--- config.mk ---
export PLATFORM = sky130hd
export DESIGN_NAME = mire_writer
export DESIGN_NICKNAME = d
export VERILOG_FILES = /design/src/rtl/mire_writer.sv
export SDC_FILE = /design/constraint.sdc
export NUM_CORES = 1
export LEC_CHECK = 0
export BUFFER_PORTS_ARGS = -buffer_cell sky130_fd_sc_hd__clkbuf_2
export CORE_MARGIN = 1.5
export CORE_UTILIZATION = 48
export DETAILED_ROUTE_END_ITERATION = 7
export PLACE_DENSITY = 0.8
export SLEW_MARGIN = 0
export SYNTH_ARGS = -nofsm -noshare
export SYNTH_HDL_FRONTEND = slang
export SYNTH_SLANG_ARGS = --single-unit
--- constraint.sdc ---
create_clock -name clk -period 5.5 [get_ports clk]
set_input_delay 0.275 -clock clk [delete_from_list [all_inputs] [get_ports clk]]
set_output_delay 0.275 -clock clk [all_outputs]
set_load 0.1 [all_outputs]
--- src/rtl/mire_writer.sv ---
// Wishbone master that paints a grid test pattern into the framebuffer, one word per pixel.
// Define MIRE_SCROLL_EN to repeat passes with a one-pixel horizontal scroll per pass.
module mire_writer #(
    parameter int HDISP = 800,
    parameter int VDISP = 480,
    parameter int GRID  = 16,
    parameter int PAUSE = 1024
) (
    input  logic        clk,
    input  logic        rst,
    input  logic        enable,
    output logic        busy,
    output logic        frame_done,
    output logic        cyc,
    output logic        stb,
    output logic        we,
    output logic [3:0]  sel,
    output logic [2:0]  cti,
    output logic [1:0]  bte,
    output logic [31:0] adr,
    output logic [31:0] dat_ms,
    input  logic        ack,
    input  logic [31:0] dat_sm
);

    localparam int XW = (HDISP > 1) ? $clog2(HDISP) : 1;
    localparam int YW = (VDISP > 1) ? $clog2(VDISP) : 1;
    localparam int GW = $clog2(GRID);

    typedef enum logic [1:0] {
        S_IDLE  = 2'd0,
        S_WRITE = 2'd1,
        S_PAUSE = 2'd2,
        S_DONE  = 2'd3
    } state_t;

    state_t state, next;

    logic [XW-1:0] x;
    logic [YW-1:0] y;
    logic [GW-1:0] off;
    logic          start;
    logic          adv;
    logic          x_last;
    logic          y_last;
    logic          pause_end;

    assign we  = 1'b1;
    assign sel = 4'b1111;
    assign cti = 3'b000;
    assign bte = 2'b00;
    assign stb = cyc;

    assign x_last = (x == XW'(HDISP - 1));
    assign y_last = (y == YW'(VDISP - 1));

    // The read side never looks at slave data; fold it away explicitly.
    logic unused_sig;
    assign unused_sig = ^{dat_sm, 32'(PAUSE)};

    // Address and pattern are pure functions of the counters so they stay put during a stall.
    logic [31:0] xe, ye;
    logic [GW-1:0] xg, yg;
    assign xe  = 32'(x);
    assign ye  = 32'(y);
    assign xg  = xe[GW-1:0] + off;
    assign yg  = ye[GW-1:0];
    assign adr = (32'(HDISP) * ye + xe) << 2;
    assign dat_ms = ((xg == '0) || (yg == '0)) ? 32'h00FF_FFFF : 32'h0000_0000;

`ifdef MIRE_SCROLL_EN
    localparam int PW = (PAUSE > 1) ? $clog2(PAUSE) : 1;
    logic [PW-1:0] pause_cnt;

    assign pause_end = (pause_cnt == PW'(PAUSE - 1));

    always_ff @(posedge clk) begin
        if (rst) begin
            pause_cnt <= '0;
            off       <= '0;
        end else begin
            if (frame_done) begin
                pause_cnt <= '0;
                off       <= off + 1'b1;
            end else if (state == S_PAUSE) begin
                pause_cnt <= pause_cnt + 1'b1;
            end
        end
    end
`else
    assign pause_end = 1'b0;
    assign off       = '0;
`endif

    always_ff @(posedge clk) begin
        if (rst) state <= S_IDLE;
        else     state <= next;
    end

    always_comb begin
        next       = state;
        cyc        = 1'b0;
        busy       = 1'b0;
        frame_done = 1'b0;
        start      = 1'b0;
        adv        = 1'b0;
        case (state)
            S_IDLE: begin
                if (enable) begin
                    start = 1'b1;
                    next  = S_WRITE;
                end
            end
            S_WRITE: begin
                cyc  = 1'b1;
                busy = 1'b1;
                if (ack) begin
                    adv = 1'b1;
                    if (x_last && y_last) begin
                        frame_done = 1'b1;
`ifdef MIRE_SCROLL_EN
                        next = S_PAUSE;
`else
                        next = S_DONE;
`endif
                    end
                end
            end
`ifdef MIRE_SCROLL_EN
            S_PAUSE: begin
                busy = 1'b1;
                if (pause_end) begin
                    if (enable) begin
                        start = 1'b1;
                        next  = S_WRITE;
                    end else begin
                        next = S_IDLE;
                    end
                end
            end
`endif
            S_DONE: next = S_DONE;
            default: next = S_IDLE;
        endcase
    end

    // Raster counters: X fastest, wrapping both at the end of the frame.
    always_ff @(posedge clk) begin
        if (rst || start) begin
            x <= '0;
            y <= '0;
        end else if (adv) begin
            if (x_last) begin
                x <= '0;
                y <= y_last ? '0 : y + 1'b1;
            end else begin
                x <= x + 1'b1;
            end
        end
    end

endmodule

Yosys cells after proc, flatten, opt, wreduce, memory -nomap -nowiden
Cells that the tools add are included.
Word-level totals
  bits of input ports: 36
  bits in latches: 0
  logic and storage cells: 37
  output and inout port bits: 78
  memories kept: 0
  memory bits (read-only): 0
  bits in registers: 21
  bits in writable memories: 0
Cells by class
  equal/unequal tests: 7
  multipliers: 1
  order comparisons: 0
  divide/modulo/power cells: 0
  shift operators: 0
  bitwise logic cells: 0
  add/subtract/negate cells: 3
  reduce and logical (&&, ||, !) cells: 8
  multiplexer cells: 15
Operators with widths (count)
  two-way mux 24 bit: 1
  adder 19 x 10 -> 20 bit: 1
  multiplier 5 x 9 -> 14 bit (first input constant): 1
  adder 10 x 1 -> 10 bit (second input constant): 1
  equality test 10 bit (second input constant): 1
  two-way mux 10 bit: 1
  adder 9 x 1 -> 9 bit (second input constant): 1
  equality test 9 bit (second input constant): 1
  two-way mux 9 bit: 1
  zero test 4 bit: 2
  two-way mux 1 bit: 8
  two-way mux 2 bit: 3
  inequality test 2 bit (second input constant): 3
  one-hot mux 2 bit (3 select lines): 1
  AND reduction 3 bit: 1
  equality test 2 x 1 -> 1 bit (second input constant): 1
  equality test 2 bit (second input constant): 1
  zero test 2 bit: 1
  logical OR 1 bit: 2
  AND reduction 2 bit: 1
  logical AND 1 bit: 1

Longest topological paths before layout
  depth after elaboration: 5
  mapped depth: 15

Worst setup path before layout
No wires, ideal clock.
  kind: register -> output
  start: reg y[2]
  end: out adr[20]
  arrival: 4.432 ns
  slack: 0.793 ns
  data required time: 5.225 ns
  cell stages (with the launch flop): 12
  cells stage by stage: dfxtp_1 > inv_1 > ha_1 > ha_1 > fa_1 > ha_1 > o21a_1 > a211oi_1 > nand2_1 > nor3b_1 > nand4_1 > xnor2_1
On the way
  cells in the longest elaborated chain, start to end: 2
RTL lines
  from (decl): line 40  | logic [YW-1:0] y;
  from (signal assigned): line 155  | y <= y_last ? '0 : y + 1'b1;
  multiplier 5 x 9 -> 14 bit: line 68  | assign adr = (32'(HDISP) * ye + xe) << 2;
  adder 19 x 10 -> 20 bit: line 68
  to (decl): line 20  | output logic [31:0] adr,
No other way between the ends.

Worst setup path after layout
  start: reg y[2]
  end: out adr[18]
Same word-level chain as after synthesis.

==> results.ini <==
[die]
die_w_microns=77.8
fp.dieH_microns=77.8
number_of_rows_created_at_floorplan=27
start_util_pct=49.3
floorplan.core_area_sq_um=5440
design.die.area_sq_um=6050
ios=114

[logic_synthesis]
syn_area_per_cell_sq_um=8.31
netlist-cell-type-count=50
yosysSeqAreaShare_pct=15.7
synthCells=323
synth.top_cells.by_area=sky130_fd_sc_hd__ha_1, sky130_fd_sc_hd__buf_4, sky130_fd_sc_hd__dfxtp_1
synth-main-ff-cell=sky130_fd_sc_hd__dfxtp_1
ys_async_sr_fraction_pct=0
number_of_synthesized_flops_with_an_enable_pin=0
synth_largest_area_cell=sky130_fd_sc_hd__ha_1
yosysWarningCount=0
syn_area_sq_um=2680
synth.ff_latch_count=21
post-synth-top-area-fraction_pct=19.1

[critical_path]
worstPathArrival_ns=4.20
largest_driver_fanout_on_the_critical_path=5
timing.critical_path.required_ns=5.22
path_class=register to output port
startpoint_type=register
endpoint_kind=output port

[global_route]
met2_usage_pct=27.3
grtUsageMet3_pct=2.12
grt_pass1_wl_microns=7820
grt_pass1_vias=1811
most_congested_layer_reported_by_global_routing=met2
grt_start_max_net_pins=25
grt_antenna_before_repair=0
grt_use_total_pct=15.6
grt_use_met1_pct=19.5
grt-ovfl-total=0

[clocking]
post_cts.repair.setup_buffers=0
cts.sink_count=21
hold_bufs_inserted_after_cts=0
clk_root_buffer_cell=sky130_fd_sc_hd__clkbuf_8
post_cts_resized=0
clkTransAtPathRegs_ns=0.08
later_pin_clock_latency_in_the_skew_report_ns=0.27
max-clock-path-buffers=2
cts-buffers-inserted=3
clock_tree_from_tritoncts=built
htree_num_levels=1

[cells_and_area]
area_delta_synth_final_pct=1.21
drive_gt1_share_pct=19.8
final.fill_count=528
finalNetCount=426
post_layout_nonfiller_instances=415
final_cell_area_sq_um=2720
antenna-diode-count=0
most_frequent_cells_in_the_layout=sky130_fd_sc_hd__clkbuf_2, sky130_fd_sc_hd__ha_1, sky130_fd_sc_hd__nor2_1
mostFrequentLayoutCell=sky130_fd_sc_hd__clkbuf_2

[sta]
timing.final.setup_violations=0
tmin_final_ns=4.47
finalClockSkew_ns=0.00364
total_negative_setup_slacks_ns=0
timing.final.max_slew_violations=0
worst_hold_slack_ns=0.206
rsz0062_at_grt=false
fmaxAchievable_mhz=223
finalHoldViolCount=0
fin_crit_sh_pct=81.4
relSlewSlack_pct=59.0
worst_pin_slew_ns=0.615

[placement]
place_congestion=0.875
place_area_sq_um=2670
dp_cells=411
port-buffer-count=51
hpwl_microns=3890

[detailed_routing]
initialDrtViolationCount=95
avgViaCountPerCell=4.86
wl_microns=4620
vias=2015
route.detailed.drc=0
antenna_violating_nets_post_route=0
drtPass1Iterations=4
routed_wire_length_per_instance_microns=11.1

[run_status]
status=finished, final reports clean

[power_and_ir_drop]
pwr_cell_area_nw_per_um2=138
irDropWorstVdd_mv=0.0917
leakage_power_nw=1.43

[run]
max-cap-violations=0

[hold_path]
hold_path_class=input pin to register

## where the power goes
part	internal, W	total, W	switching (W)	leakage (nW)
Sequential	0.000153	0.000154	0.000000956	0.169
Combinational	0.00000440	0.000115	0.000111	1.24
Clock	0.0000507	0.000105	0.0000541	0.0255
## cells in the mapped netlist, drive strengths merged (6+ instances only)
cell and n:
buf 62, ha 41, nor2 32, inv 28, dfxtp 21, xnor2 19
xor2 16, nand2 14, a21oi 11, nand3 8, and3 6, o21ai 6
## state kept, by name (all words and copies together) (netlist names)
name / cells
state: 2
y: 9
x: 10
## routing by layer
layer  share of wire [%]  wire, microns
met5                   0              0
met4                 1.2             57
met3                 4.2            195
met2                  48           2240
met1                  46           2130
## worst paths after layout
| check | endpoint | depth (start not counted) | slack (ns) | startpoint |
|---|---|---|---|---|
| hold reg to reg | x[0]$_SDFFE_PP0P_ | 2 | 0.52 | x[0]$_SDFFE_PP0P_ |
| setup reg to reg | y[3]$_SDFFE_PP0P_ | 5 | 3.44 | x[5]$_SDFFE_PP0P_ |
| setup / recovery | adr[18] | 12 | 1.03 | y[2]$_SDFFE_PP0P_ |
| hold / removal | state[0]$_SDFFE_PP0P_ | 2 | 0.21 | rst |
## logic make-up (layout without fill, tap and decap cells)
kind of cell | count (synthesis) | count (layout) | share of synthesized area [%]
AOI/OAI and AO/OA | 37 | 37 | 9.79
and+or+nand+nor | 91 | 91 | 18.8
buffers and inverters | 91 | 83 | 21.2
other | 2 | 30 | 0.280
xor gates and xnor gates | 35 | 35 | 11.4
adders and majority gates | 46 | 46 | 22.8
DFF | 21 | 21 | 15.7
## through the flow
| step | util, % | total power, W | setup slack, ns |
|---|---|---|---|
| after global placement | 49.1 | 0.000272 | 1.42 |
| after detailed placement | 49.1 | 0.000272 | 1.35 |
| after CTS | 49.9 | 0.000377 | 1.01 |
| after floorplan | - | 0.000286 | 0.793 |
| final | 49.9 | 0.000374 | 1.03 |
| after global routing | 49.9 | 0.000386 | 0.756 |
## final cells by class
cell class,count,area (sq um),share of cell area (%)
clock buffers,3,41.3,1.52
repair buffers,51,255,9.40
multi-input cells,239,1800,66.2
inverters,28,105,3.87
flip-flops and latches,21,420,15.5
clock inverters,1,5.00,0.184
well taps,72,90.1,3.32
## worst max-delay path, stage by stage, from the launching register on
cell and delay, ns:
sky130_fd_sc_hd__dfxtp_1 0.40, sky130_fd_sc_hd__inv_1 0.09, sky130_fd_sc_hd__ha_1 0.31, sky130_fd_sc_hd__ha_1 0.33, sky130_fd_sc_hd__fa_1 0.46, sky130_fd_sc_hd__ha_1 0.37, sky130_fd_sc_hd__o21a_1 0.22, sky130_fd_sc_hd__a211oi_1 0.34
sky130_fd_sc_hd__nand2_1 0.11, sky130_fd_sc_hd__nor3b_1 0.42, sky130_fd_sc_hd__and3_1 0.24, sky130_fd_sc_hd__xor2_1 0.15, sky130_fd_sc_hd__clkbuf_2 0.48
(Power assumes the default switching activity.)
